## src/rtl/rl02_pkg.sv

```systemverilog
// Shared types and constants for the RL02 sector sequencer.
package rl02_pkg;

  localparam int unsigned WORD_W    = 16;
  localparam int unsigned HDR_WORDS = 3;

  // Reflected form of the 0x8005 polynomial; register starts at zero.
  localparam logic [WORD_W-1:0] CRC_POLY = 16'hA001;
  localparam logic [WORD_W-1:0] CRC_INIT = 16'h0000;

  typedef enum logic [2:0] {
    IDLE,
    HUNT_HDR,
    HDR,
    HUNT_DATA,
    DATA
  } seqState_t;

  // One shift-right CRC step for a single serial bit.
  function automatic logic [WORD_W-1:0] crcStep(input logic [WORD_W-1:0] crc, input logic b);
    logic [WORD_W-1:0] shifted;
    shifted = crc >> 1;
    return (crc[0] ^ b) ? (shifted ^ CRC_POLY) : shifted;
  endfunction

endpackage

```

## src/rtl/rl02_crc16_serial.sv

```systemverilog
// Bit-serial reflected CRC-16 accumulator with synchronous clear.
module rl02_crc16_serial
  import rl02_pkg::*;
(
  input  logic              clk,
  input  logic              rst,
  input  logic              clr,
  input  logic              en,
  input  logic              bitIn,
  output logic [WORD_W-1:0] remainder
);

  // Remainder register; clear has priority over an update.
  always_ff @(posedge clk) begin
    if (rst || clr) begin
      remainder <= CRC_INIT;
    end else if (en) begin
      remainder <= crcStep(remainder, bitIn);
    end
  end

endmodule

```

## src/rtl/rl02_sector_sequencer.sv

```systemverilog
// RL02 sector framing: preamble/sync hunt, fence-post skip, header/data word
// assembly and CRC checking on the decoded real-bit stream.
module rl02_sector_sequencer
  import rl02_pkg::*;
#(
  parameter int unsigned MIN_PREAMBLE_ZEROS = 32,
  parameter int unsigned FENCEPOST_ONES     = 8,
  parameter int unsigned DATA_WORDS         = 128,
  parameter int unsigned GAP_TIMEOUT_BITS   = 1024
) (
  input  logic              clk,
  input  logic              rst,
  input  logic              enable,
  input  logic              bit_in,
  input  logic              bit_valid,
  output logic              skip_mfm_bit,
  output logic [WORD_W-1:0] hdr_word,
  output logic              hdr_valid,
  output logic              hdr_crc_ok,
  output logic [WORD_W-1:0] data_word,
  output logic              data_valid,
  output logic              sector_done,
  output logic              sector_crc_ok,
  output logic              sector_err,
  output logic              busy
);

  localparam int unsigned ZERO_W = $clog2(MIN_PREAMBLE_ZEROS + 1);
  localparam int unsigned ONE_W  = $clog2(FENCEPOST_ONES + 1);
  localparam int unsigned WCNT_W = $clog2(DATA_WORDS + 1);
  localparam int unsigned GAP_W  = $clog2(GAP_TIMEOUT_BITS + 1);
  localparam int unsigned BIT_W  = $clog2(WORD_W);

  seqState_t         state, stateN;
  logic [ZERO_W-1:0] zeroRun, zeroRunN;
  logic [ONE_W-1:0]  oneRun, oneRunN;
  logic [WCNT_W-1:0] wordCnt, wordCntN;
  logic [GAP_W-1:0]  gapCnt, gapCntN;
  logic [BIT_W-1:0]  bitCnt, bitCntN;
  logic [WORD_W-1:0] shiftReg, shiftRegN;
  logic [WORD_W-1:0] word0, word0N;
  logic [WORD_W-1:0] crcRem, assembled;
  logic              crcClr, crcEn, isSync, crcMatch, lastBit;

  logic              skipN, hdrValidN, hdrCrcOkN, dataValidN;
  logic              sectorDoneN, sectorCrcOkN, sectorErrN;
  logic [WORD_W-1:0] hdrWordN, dataWordN;

  assign assembled = {bit_in, shiftReg[WORD_W-1:1]};
  assign isSync    = bit_in && (zeroRun >= ZERO_W'(MIN_PREAMBLE_ZEROS));
  assign crcMatch  = (assembled == crcRem);
  assign lastBit   = (bitCnt == BIT_W'(WORD_W - 1));

  rl02_crc16_serial u_crc (
    .clk       (clk),
    .rst       (rst),
    .clr       (crcClr),
    .en        (crcEn),
    .bitIn     (bit_in),
    .remainder (crcRem)
  );

  // Next-state, counter and output computation; abort overrides any bit.
  always_comb begin
    stateN       = state;
    zeroRunN     = zeroRun;
    oneRunN      = oneRun;
    wordCntN     = wordCnt;
    gapCntN      = gapCnt;
    bitCntN      = bitCnt;
    shiftRegN    = shiftReg;
    word0N       = word0;
    crcClr       = 1'b0;
    crcEn        = 1'b0;
    skipN        = 1'b0;
    hdrValidN    = 1'b0;
    dataValidN   = 1'b0;
    sectorDoneN  = 1'b0;
    sectorErrN   = 1'b0;
    hdrWordN     = hdr_word;
    hdrCrcOkN    = hdr_crc_ok;
    dataWordN    = data_word;
    sectorCrcOkN = sector_crc_ok;

    if (!enable) begin
      stateN = IDLE;
    end else if (bit_valid) begin
      unique case (state)
        IDLE: begin
          stateN   = HUNT_HDR;
          zeroRunN = '0;
          oneRunN  = '0;
        end

        HUNT_HDR, HUNT_DATA: begin
          if (!bit_in) begin
            if (zeroRun < ZERO_W'(MIN_PREAMBLE_ZEROS)) zeroRunN = zeroRun + ZERO_W'(1);
            oneRunN = '0;
          end else if (isSync) begin
            stateN   = (state == HUNT_HDR) ? HDR : DATA;
            bitCntN  = '0;
            wordCntN = '0;
            zeroRunN = '0;
            oneRunN  = '0;
            crcClr   = 1'b1;
          end else begin
            zeroRunN = '0;
            if (oneRun == ONE_W'(FENCEPOST_ONES - 1)) begin
              oneRunN = '0;
              skipN   = 1'b1;
            end else begin
              oneRunN = oneRun + ONE_W'(1);
            end
          end
          // Header-to-data gap watchdog; a sync on the final bit still wins.
          if (state == HUNT_DATA && !isSync) begin
            if (gapCnt == GAP_W'(GAP_TIMEOUT_BITS - 1)) begin
              sectorErrN = 1'b1;
              stateN     = HUNT_HDR;
              zeroRunN   = '0;
              oneRunN    = '0;
              gapCntN    = '0;
            end else begin
              gapCntN = gapCnt + GAP_W'(1);
            end
          end
        end

        HDR: begin
          shiftRegN = assembled;
          bitCntN   = bitCnt + BIT_W'(1);
          crcEn     = (wordCnt < WCNT_W'(HDR_WORDS - 1));
          if (lastBit) begin
            wordCntN = wordCnt + WCNT_W'(1);
            if (wordCnt == '0) begin
              word0N = assembled;
            end else if (wordCnt == WCNT_W'(HDR_WORDS - 1)) begin
              hdrValidN = 1'b1;
              hdrWordN  = word0;
              hdrCrcOkN = crcMatch;
              zeroRunN  = '0;
              oneRunN   = '0;
              gapCntN   = '0;
              if (crcMatch) begin
                stateN = HUNT_DATA;
              end else begin
                sectorErrN = 1'b1;
                stateN     = HUNT_HDR;
              end
            end
          end
        end

        DATA: begin
          shiftRegN = assembled;
          bitCntN   = bitCnt + BIT_W'(1);
          crcEn     = (wordCnt < WCNT_W'(DATA_WORDS));
          if (lastBit) begin
            wordCntN = wordCnt + WCNT_W'(1);
            if (wordCnt < WCNT_W'(DATA_WORDS)) begin
              dataValidN = 1'b1;
              dataWordN  = assembled;
            end else begin
              sectorDoneN  = 1'b1;
              sectorCrcOkN = crcMatch;
              stateN       = HUNT_HDR;
              zeroRunN     = '0;
              oneRunN      = '0;
            end
          end
        end

        default: stateN = IDLE;
      endcase
    end
  end

  // State, counters and registered outputs.
  always_ff @(posedge clk) begin
    if (rst) begin
      state         <= IDLE;
      zeroRun       <= '0;
      oneRun        <= '0;
      wordCnt       <= '0;
      gapCnt        <= '0;
      bitCnt        <= '0;
      shiftReg      <= '0;
      word0         <= '0;
      skip_mfm_bit  <= 1'b0;
      hdr_word      <= '0;
      hdr_valid     <= 1'b0;
      hdr_crc_ok    <= 1'b0;
      data_word     <= '0;
      data_valid    <= 1'b0;
      sector_done   <= 1'b0;
      sector_crc_ok <= 1'b0;
      sector_err    <= 1'b0;
      busy          <= 1'b0;
    end else begin
      state         <= stateN;
      zeroRun       <= zeroRunN;
      oneRun        <= oneRunN;
      wordCnt       <= wordCntN;
      gapCnt        <= gapCntN;
      bitCnt        <= bitCntN;
      shiftReg      <= shiftRegN;
      word0         <= word0N;
      skip_mfm_bit  <= skipN;
      hdr_word      <= hdrWordN;
      hdr_valid     <= hdrValidN;
      hdr_crc_ok    <= hdrCrcOkN;
      data_word     <= dataWordN;
      data_valid    <= dataValidN;
      sector_done   <= sectorDoneN;
      sector_crc_ok <= sectorCrcOkN;
      sector_err    <= sectorErrN;
      busy          <= (stateN != IDLE);
    end
  end

endmodule

```

## config.mk

```make
export PLATFORM = sky130hd
export DESIGN_NAME = rl02_sector_sequencer
export DESIGN_NICKNAME = d
export VERILOG_FILES = /design/src/rtl/rl02_pkg.sv /design/src/rtl/rl02_crc16_serial.sv /design/src/rtl/rl02_sector_sequencer.sv
export SDC_FILE = /design/constraint.sdc
export NUM_CORES = 1
export LEC_CHECK = 0
export CELL_PAD_IN_SITES_DETAIL_PLACEMENT = 0
export CELL_PAD_IN_SITES_GLOBAL_PLACEMENT = 1
export CORE_MARGIN = 4
export CORE_UTILIZATION = 39
export CTS_BUF_LIST = sky130_fd_sc_hd__clkbuf_4 sky130_fd_sc_hd__clkbuf_8 sky130_fd_sc_hd__clkbuf_16
export DETAILED_ROUTE_END_ITERATION = 12
export PLACE_DENSITY_LB_ADDON = 0.1
export SYNTH_ARGS = -nofsm -noshare
export SYNTH_HDL_FRONTEND = slang
export SYNTH_SLANG_ARGS = --single-unit
```

## constraint.sdc

```tcl
create_clock -name clk -period 2.1 [get_ports clk]
set_input_delay 0.42 -clock clk [delete_from_list [all_inputs] [get_ports clk]]
set_output_delay 0.42 -clock clk [all_outputs]
set_load 0.01 [all_outputs]
```

==> results of run 1 <==
metal layers:
layer / wire length (um) / GRT usage [%] / vias up / part of all wire [%]
li1: - / - / 2279 / -
met1: 6820 / 24.7 / 2096 / 51
met2: 5710 / 26.0 / 66 / 43
met3: 527 / 4.42 / 14 / 4.0
met4: 185 / 6.19 / 0 / 1.4
met5: 0 / 0 / - / 0
Yosys cell counts (2+ instances only):
cell type,number
dfxtp_1,123
nand2_1,111
nor2_1,69
a21oi_1,64
mux2i_1,32
xnor2_1,30
clkbuf_1,24
nand3_1,18
nor3_1,13
o21ai_0,11
nor4_1,10
buf_2,7
ha_1,7
nand2b_1,7
or3_1,7
xor2_1,7
and3_1,6
nand4_1,6
inv_1,5
nor3b_1,5
a31oi_1,4
nand3b_1,3
nor2b_1,3
a211oi_1,2
a311oi_1,2
and4_1,2
buf_4,2
o21bai_1,2
o221ai_1,2
o31a_1,2
o31ai_1,2
path summary, 6_finish.rpt:
check	to	cells past startpoint	slack (ns)
worst min register to register	hdr_word[13]$_SDFFE_PP0P_	2	0.45
worst min-delay path	oneRun[1]$_SDFFE_PP0P_	2	0.40
worst max register to register	oneRun[1]$_SDFFE_PP0P_	7	0.11
worst max-delay path	oneRun[1]$_SDFFE_PP0P_	7	0.11
stage by stage:
stage / area (um2) / power, mW / utilization [%]
after floorplan: 5270 / 2.49 / -
after global routing: 6870 / 5.51 / 51.9
after global placement: 6230 / 2.58 / 47.1
final: 6870 / 5.32 / 51.9
after CTS: 6810 / 5.40 / 51.4
after detailed placement: 6230 / 2.57 / 47.1
power by group through the flow:
stage	registers (mW)	logic, mW	clock network [mW]
3_3_place_gp	2.40	0.179	0
5_1_grt	2.35	0.199	2.97
6_report	2.35	0.182	2.79
3_5_place_dp	2.40	0.179	0
4_1_cts	2.35	0.180	2.87
2_1_floorplan	2.40	0.0968	0
logic make-up (layout without fill, tap and decap cells):
group | count (synthesis) | in the layout
buf+inv | 40 | 133
compound gates | 100 | 100
fa+ha+maj | 7 | 7
mux | 32 | 32
flops | 123 | 123
xor+xnor | 37 | 37
simple gates | 276 | 276
final cells by class:
cell class | count | area share (%)
Tap cell | 176 | 3.20
Clock inverter | 10 | 1.33
Clock buffer | 22 | 7.10
Inverter | 5 | 0.273
Sequential cell | 123 | 35.9
Multi-Input combinational cell | 452 | 39.3
Timing Repair Buffer | 96 | 12.9
sequential cells by signal, summed over array words and instances, names as in the netlist:
register         cells
gapCnt              11
u_crc.remainder     16
bitCnt               4
hdr_valid            1
sector_crc_ok        1
hdr_crc_ok           1
busy                 1
data_word           16
data_valid           1
hdr_word            16
oneRun               4
shiftReg            15
skip_mfm_bit         1
wordCnt              8
zeroRun              6
word0               16
state                3
sector_done          1
sector_err           1
what timing repair did:
| action | in CTS | in global routing |
|---|---|---|
| setup endpoints to repair | 0 | 30 |
| hold buffers | 0 | 0 |
| resized for setup | 0 | 14 |
==> summary.txt, run 1 <==
Run status
  • Status: complete, no violations

Global routing
  • Vias in the first global route: 4244
  • Pin count of the biggest net entering global routing: 61
  • Grt total ovfl: 0
  • GR Util All Layers: 17.5%
  • First-pass GRT wire length: 22000 um
  • Initial antenna violation count: 0

Timing
  • Worst Skew: 0.00609 ns
  • Final Hold Fails: 0
  • Final-report max-slew violation count: 0
  • Period utilization: 94.7%
  • F_max: 503 MHz
  • Fin Hold WS: 0.403 ns
  • Post-Route Setup TNS: 0 ns
  • Final setup fails: 0
  • Max-slew headroom: 73.3%
  • Final worst path period need: 1.99 ns
  • Setup WS post-layout: 0.112 ns
  • Worst slew pin tran: 0.397 ns

Critical path
  • Slowest stage delay, CP: 0.54 ns
  • Crit path max fanout: 4
  • WP data required: 2.46 ns
  • Critical Path, Cell by Cell: inv_1 -> ha_2 -> nor4b_4 -> and3b_2 -> o221ai_2 -> or4b_4 -> a21oi_2
  • Worst setup path category: flop to flop
  • R2r startpoint: wordCnt[0]$_SDFFE_PP0P_
  • Buffers and inverters on the worst path: 1
  • Critical path arrival: 2.34 ns
  • Delay-heaviest family, CP: simple AND/OR/NAND/NOR gates
  • Slowest stage cell, crit path: or4b_4
  • Startpoint Class: flop
  • Critical path origin: wordCnt[0]$_SDFFE_PP0P_
  • Worst Setup End Kind: flop

Synth
  • Main combinational cell family by area after synthesis: simple AND/OR/NAND/NOR gates
  • Post-synthesis register bit count: 123
  • Post-Synth XOR/XNOR Area: 6.14%
  • Synth top area cells: dfxtp_1 (47%), nand2_1 (7.9%), a21oi_1 (6.1%)
  • Warnings from Yosys: 0
  • Mux cell area share after synthesis: 6.07%
  • Post-synthesis simple-gate area fraction: 25.0%
  • Mapped Cells: 615
  • Post-synthesis adder-cell area fraction: 1.66%
  • Synthesized area per cell: 8.58 um2
  • Post-synth EDFFs: 0
  • Syn nets: 627
  • Synth Area in Compound Gates: 11.1%
  • Yosys top cell area share: 46.7%
  • Main synth FF type: dfxtp_1
  • Netlist cell types: 58
  • Cell area after synthesis: 5270 um2
  • Register area share after synthesis: 46.7%
  • Post-synth top area cell: dfxtp_1
  • Async S/R FF share, synth: 0%

Placement
  • Final Wtd Congestion: 0.831
  • Dpl cells: 852
  • Post-DP HPWL: 9390 um
  • Port bufs: 44
  • DP Worst Slack: -0.251 ns

Layout
  • Commonest non-fill, non-tap cells in the layout: dfxtp_1 (122), nand2_1 (111), nor2_1 (69)
  • ANT cells: 0
  • Share of layout cells above drive strength 1: 15.1%
  • Fill count: 1280
  • Register Area: 2460 um2
  • Layout area overhead: 30.3%
  • Layout Nets: 707
  • Fin cells: 884
  • Multi-input logic area: 2700 um2
  • Commonest non-fill, non-tap cell in the layout: dfxtp_1

Die
  • Initial Utilization: 39.8%
  • Die X: 124 um
  • Core Region: 13200 um2
  • Die ar.: 15400 um2
  • Row cnt: 42
  • Io pins: 45
  • Die Y: 124 um

Run
  • Max_cap viols: 0

Power
  • NetSw: 1.15 mW
  • Share of total power in combinational logic: 3.4%
  • Switching share of power: 21.6%
  • Flop pwr share: 44.1%
  • Pwr Density: 774 nW/um2
  • Clock power frac: 52.5%
  • Leak: 2.35 nW
  • Peak VDD IR: 0.568 mV
  • Internal: 4.17 mW

Route
  • Via density: 5.04
  • Total number of vias: 4455
  • DRC Markers: 0
  • Routed WL: 13200 um
  • Post-DR wirelength/cell: 15.0 um
  • Drt pass-1 iters: 4
  • DRT iter0 DRCs: 270
  • Post-route ant nets: 0

Clock tree
  • Postcts setup bufs: 0
  • H-tree levels: 4
  • Reg clk slew, reported paths: 0.06 ns
  • Latest clock arrival within the worst-skew pair: 0.42 ns
  • Clock buffer depth: 2
  • Clock Sinks: 123
  • CTS buffer count: 17
  • CTS tree: done
  • CTS Root Cell: clkbuf_16

Worst hold path
  • Hold path start: rst
  • HP Class: input port to flop
Note: power is estimated with default switching activity, not from simulation.
==> run 2: changes to the inputs <==
--- a/config.mk
+++ b/config.mk
@@ -7,11 +7,13 @@
 export LEC_CHECK = 0
 export CELL_PAD_IN_SITES_DETAIL_PLACEMENT = 0
 export CELL_PAD_IN_SITES_GLOBAL_PLACEMENT = 1
+export CORE_ASPECT_RATIO = 0.75
 export CORE_MARGIN = 4
 export CORE_UTILIZATION = 39
 export CTS_BUF_LIST = sky130_fd_sc_hd__clkbuf_4 sky130_fd_sc_hd__clkbuf_8 sky130_fd_sc_hd__clkbuf_16
 export DETAILED_ROUTE_END_ITERATION = 12
-export PLACE_DENSITY_LB_ADDON = 0.1
+export MAX_ROUTING_LAYER = met4
+export PLACE_DENSITY = 0.76
 export SYNTH_ARGS = -nofsm -noshare
 export SYNTH_HDL_FRONTEND = slang
 export SYNTH_SLANG_ARGS = --single-unit
==> run 2 against run 1 <==
Effect of this change:
- clock-buffer cell count decreased by 4
- register-to-register slack lost 0.06 ns
- power increased by 0.42%
- final area grew 0.91%
- clock skew rose by 0.0019 ns
- critical path type unchanged
==> summary.txt, run 2 (synthesized netlist as in run 1, its figures left out) <==
Global routing
  • Met3 Use GR: 4.82%
  • GR Util All Layers: 18.4%
  • Met1 usage in global routing: 26.5%
  • Grt total ovfl: 0
  • GR peak layer: met1
  • Pin count of the biggest net entering global routing: 53
  • First-pass GRT wire length: 21900 um
  • Initial antenna violation count: 0
  • Vias in the first global route: 4311
  • Met2 usage in global routing: 24.6%

Critical path
  • Worst R2R Path Depth: 7
  • Startpoint Class: flop
  • Critical path origin: state[0]$_SDFF_PP0_
  • Worst setup path category: flop to flop
  • Critical path arrival: 2.36 ns
  • Worst Setup End Kind: flop
  • Crit path to: gapCnt[6]$_SDFFE_PP0P_
  • R2R setup slack: 0.05 ns
  • R2r endpoint: gapCnt[6]$_SDFFE_PP0P_
  • R2r startpoint: state[0]$_SDFF_PP0_
  • WP data required: 2.42 ns
  • Crit path max fanout: 9

Die
  • Die Y: 109 um
  • Io pins: 45
  • Initial Utilization: 40.2%
  • Die X: 142 um
  • Core Region: 13100 um2
  • Die ar.: 15500 um2
  • Row cnt: 36

Layout
  • ANT cells: 0
  • Share of layout cells above drive strength 1: 16.1%
  • Commonest non-fill, non-tap cell in the layout: dfxtp_1
  • Fill count: 1157
  • Layout area overhead: 31.5%
  • Layout Nets: 713
  • Commonest non-fill, non-tap cells in the layout: dfxtp_1 (121), nand2_1 (111), nor2_1 (69)
  • Fin cells: 885
  • Final Core Density: 52.9%

Placement
  • Port bufs: 44
  • Dpl cells: 853
  • Final Wtd Congestion: 0.895
  • Post-DP HPWL: 9600 um

Clock tree
  • Latest clock arrival within the worst-skew pair: 0.41 ns
  • CTS Root Cell: clkbuf_16
  • Postcts setup bufs: 0
  • Reg clk slew, reported paths: 0.06 ns
  • H-tree levels: 4
  • Clock Sinks: 123
  • CTS tree: done
  • CTS buffer count: 17
  • Clock buffer depth: 2

Timing
  • Final worst path period need: 2.05 ns
  • Final-report max-slew violation count: 0
  • Period utilization: 97.5%
  • Worst slew pin tran: 0.412 ns
  • Final Hold Fails: 0
  • Max-slew headroom: 72.5%
  • RSZ-0062 raised after global routing: no
  • Worst Skew: 0.00803 ns
  • F_max: 489 MHz
  • Final setup fails: 0

Route
  • DRC Markers: 0
  • Post-route ant nets: 0
  • Via density: 5.18
  • Routed WL: 13200 um
  • Drt pass-1 iters: 6
  • DRT iter0 DRCs: 303
  • Post-DR wirelength/cell: 14.9 um
  • Total number of vias: 4581

Run
  • Max_cap viols: 0

Power
  • Leak: 2.36 nW
  • Pwr Total: 5.34 mW
  • Peak VDD IR: 0.560 mV
  • Pwr Density: 771 nW/um2

Worst hold path
  • HP Class: input port to flop
  • Worst Hold Path Cells: 2

Run status
  • Status: complete, no violations
-- run 2: cell count changes in the layout (fill, tap and decap cells not counted), sizes merged --
cell      delta
buf          +6
inv          +6
clkinv       -5
clkbuf       -4
clkinvlp     +3
-- run 2: stage by stage --
step	hold WS (ns)	area (um2)	worst slack [ns]	TNS, ns
floorplan	0.431	5270	0.0182	0
global placement	0.442	6300	-0.199	-4.62
detailed placement	0.448	6300	-0.216	-6.64
CTS	0.402	6870	0.0527	0
global route	0.418	6930	0.00431	0
finish	0.418	6930	0.0530	0
-- run 2: layout make-up --
class / instances / area (um2) / area share, %
inverter: 5 / 18.8 / 0.271
clock inverter: 14 / 136 / 1.97
tap: 171 / 214 / 3.09
timing repair buffer: 102 / 958 / 13.8
clock buffer: 18 / 439 / 6.33
sequential: 123 / 2460 / 35.5
multi-input combinational: 452 / 2700 / 39.0
-- run 2: critical path: stages (launching register included) --
cell and delay, ns:
dfxtp_1 0.39, or3b_2 0.53, buf_4 0.19, a31oi_2 0.21, buf_12 0.16, nor2_1 0.05, buf_4 0.17, a311oi_1 0.25
-- run 2: repair_timing --
item | in CTS | in global routing
resized for setup | 1 | 15
endpoints found under the setup margin | 1 | 35
hold buffers | 0 | 0
pin swaps | 0 | 2
-- run 2: worst min path at each step --
stage,slack [ns],from,to
2_1_floorplan,0.43,word0[0]$_SDFFE_PP0P_,hdr_word[0]$_SDFFE_PP0P_
3_3_place_gp,0.44,hdr_word[9]$_SDFFE_PP0P_,hdr_word[9]$_SDFFE_PP0P_
3_5_place_dp,0.45,data_word[1]$_SDFFE_PP0P_,data_word[1]$_SDFFE_PP0P_
4_1_cts,0.40,rst,bitCnt[0]$_SDFFE_PP0P_
5_1_grt,0.42,rst,wordCnt[1]$_SDFFE_PP0P_
6_report,0.42,rst,bitCnt[0]$_SDFFE_PP0P_
-- run 2: layer usage --
metal	wire, um	up-vias
met5	0	-
met4	203	0
met3	867	16
met2	5410	114
met1	6740	2153
li1	-	2298
-- run 2: power by group --
part	leakage, nW	internal, mW	switching [mW]
combinational	1.10	0.0762	0.109
clock	0.268	1.68	1.13
sequential	0.992	2.34	0.00630
total	2.36	4.10	1.25
==> run 3: changes to the inputs <==
--- a/config.mk
+++ b/config.mk
@@ -9,11 +9,11 @@
 export CELL_PAD_IN_SITES_GLOBAL_PLACEMENT = 1
 export CORE_ASPECT_RATIO = 0.75
 export CORE_MARGIN = 4
-export CORE_UTILIZATION = 39
+export CORE_UTILIZATION = 40
 export CTS_BUF_LIST = sky130_fd_sc_hd__clkbuf_4 sky130_fd_sc_hd__clkbuf_8 sky130_fd_sc_hd__clkbuf_16
 export DETAILED_ROUTE_END_ITERATION = 12
 export MAX_ROUTING_LAYER = met4
-export PLACE_DENSITY = 0.76
+export PLACE_DENSITY = 0.74
 export SYNTH_ARGS = -nofsm -noshare
 export SYNTH_HDL_FRONTEND = slang
 export SYNTH_SLANG_ARGS = --single-unit
==> constraint.sdc (replaced) <==
create_clock -name clk -period 2.31 [get_ports clk]
set_input_delay 0.462 -clock clk [delete_from_list [all_inputs] [get_ports clk]]
set_output_delay 0.462 -clock clk [all_outputs]
set_load 0.01 [all_outputs]
==> run 3 against run 2 <==
Effect of this change:
- power decreased by 10%
- register-to-register slack improved by 0.12 ns
- final cell count decreased by 2.3%
- critical path depth stayed put
- first-iteration DRC count grew 14%
- sequential power is 9.4% lower
- final area shrank 3.2%
- routed wire length decreased by 1.7%
- utilization down 1.0 points
- via count is 1.7% lower
- flip-flop and latch count unchanged
- combinational power is 18% lower
- critical endpoint is now oneRun[1]$_SDFFE_PP0P_
==> summary.txt, run 3 (synthesized netlist as in run 1, its figures left out) <==
Run status
  • Status: complete, no violations

Global routing
  • First-pass GRT wire length: 21500 um
  • Pin count of the biggest net entering global routing: 68
  • Initial antenna violation count: 0
  • GR Util All Layers: 18.3%
  • Grt total ovfl: 0
  • Vias in the first global route: 4182

Clock tree
  • Clock buffer depth: 2
  • Latest clock arrival within the worst-skew pair: 0.42 ns
  • Clock Sinks: 123
  • CTS buffer count: 17
  • Reg clk slew, reported paths: 0.06 ns
  • CTS Hold Bufs: 0
  • CTS tree: done
  • H-tree levels: 4
  • CTS Root Cell: clkbuf_16

Critical path
  • Slowest stage delay, CP: 0.52 ns
  • Slowest stage cell, crit path: or4b_1
  • Crit path max fanout: 4
  • Critical path origin: wordCnt[0]$_SDFFE_PP0P_
  • Worst Setup End Kind: flop
  • WP data required: 2.65 ns
  • Critical Path, Cell by Cell: inv_1 -> ha_1 -> nor4b_4 -> and3b_2 -> o221ai_2 -> or4b_1 -> a21oi_1
  • Worst R2R Path Depth: 7
  • R2r endpoint: oneRun[1]$_SDFFE_PP0P_
  • R2R setup slack: 0.17 ns
  • Startpoint Class: flop
  • Critical path arrival: 2.48 ns
  • R2r startpoint: wordCnt[0]$_SDFFE_PP0P_
  • Worst setup path category: flop to flop

Power
  • Pwr Total: 4.81 mW
  • Pwr Density: 717 nW/um2
  • Leak: 2.25 nW
  • Peak VDD IR: 0.496 mV

Route
  • Routed WL: 13000 um
  • Drt pass-1 iters: 5
  • Via density: 5.20
  • Post-DR wirelength/cell: 15.0 um
  • Total number of vias: 4501
  • Post-route ant nets: 0
  • DRT iter0 DRCs: 346
  • DRC Markers: 0

Timing
  • Worst Skew: 0.0105 ns
  • Final setup fails: 0
  • Period utilization: 92.6%
  • Worst slew pin tran: 0.539 ns
  • Final worst path period need: 2.14 ns
  • Post-Route Setup TNS: 0 ns
  • F_max: 467 MHz
  • Max-slew headroom: 64.0%
  • RSZ-0062 raised after global routing: no
  • Final-report max-slew violation count: 0
  • Final Hold Fails: 0
  • Fin Hold WS: 0.453 ns

Die
  • Io pins: 45
  • Die ar.: 15100 um2
  • Core Region: 12900 um2
  • Row cnt: 36
  • Initial Utilization: 40.8%
  • Die X: 141 um
  • Die Y: 107 um

Worst hold path
  • Worst Hold Path Cells: 2
  • WHS Endpoint: hdr_word[12]$_SDFFE_PP0P_
  • HP Class: flop to flop
  • Hold path start: word0[12]$_SDFFE_PP0P_

Placement
  • Dpl cells: 833
  • Port bufs: 44
  • Final Wtd Congestion: 0.849
  • Post-DP HPWL: 9180 um

Layout
  • Layout area overhead: 27.2%
  • Layout Nets: 693
  • Share of layout cells above drive strength 1: 12.2%
  • ANT cells: 0
  • Commonest non-fill, non-tap cells in the layout: dfxtp_1 (122), nand2_1 (111), nor2_1 (69)
  • Commonest non-fill, non-tap cell in the layout: dfxtp_1
  • Fin cells: 865
  • Multi-input logic area: 2650 um2
  • Fill count: 1184
  • Register Area: 2460 um2

Run
  • Max_cap viols: 0
-- run 3: cell type report --
type	count	area share, %
multi-input combinational	452	39.5
inverter	5	0.280
sequential	123	36.7
tap	171	3.19
timing repair buffer	82	11.9
clock inverter	15	2.09
clock buffer	17	6.34
-- run 3: metal layers --
layer	global-route usage, %	wire [um]	vias to the layer above	part of all wire, %
li1	-	-	2250	-
met1	26.8	6980	2121	54
met2	24.3	5170	114	40
met3	5.06	696	16	5.4
met4	5.60	152	0	1.2
met5	-	0	-	0
-- run 3: worst max-delay path by stage --
stage / cells past startpoint / to / slack [ns]
finish: 7 / oneRun[1]$_SDFFE_PP0P_ / 0.17
floorplan: 7 / oneRun[1]$_SDFFE_PP0P_ / 0.23
CTS: 7 / oneRun[1]$_SDFFE_PP0P_ / 0.12
detailed placement: 7 / gapCnt[4]$_SDFFE_PP0P_ / -0.09
global route: 7 / oneRun[1]$_SDFFE_PP0P_ / 0.03
global placement: 7 / gapCnt[3]$_SDFFE_PP0P_ / -0.04
-- run 3: report_power, final --
| group | switching, mW | total [mW] | internal [mW] |
|---|---|---|---|
| combinational | 0.0950 | 0.152 | 0.0565 |
| clock | 1.03 | 2.53 | 1.49 |
| sequential | 0.00552 | 2.13 | 2.13 |
| total | 1.13 | 4.81 | 3.68 |
-- run 3: repair_timing --
action                                  4_1_cts  5_1_grt
setup buffers                                 0        0
endpoints found under the setup margin        0       11
resized for setup                             0        4
-- run 3: worst max-delay path: cells and delay by family, from the launching register on --
kind | cells | cell delay [ns]
adders and majority gates | 1 | 0.26
AOI/OAI and AO/OA | 2 | 0.30
and+or+nand+nor | 3 | 1.07
buffers and inverters | 1 | 0.09
DFF | 1 | 0.34
-- run 3: per-stage QoR --
step | area [um2] | util, % | worst slack, ns
after global routing | 6710 | 51.9 | 0.0273
after global placement | 6130 | 47.4 | -0.0392
after CTS | 6700 | 51.8 | 0.117
final | 6710 | 51.9 | 0.170
after floorplan | 5270 | - | 0.228
after detailed placement | 6130 | 47.4 | -0.0876
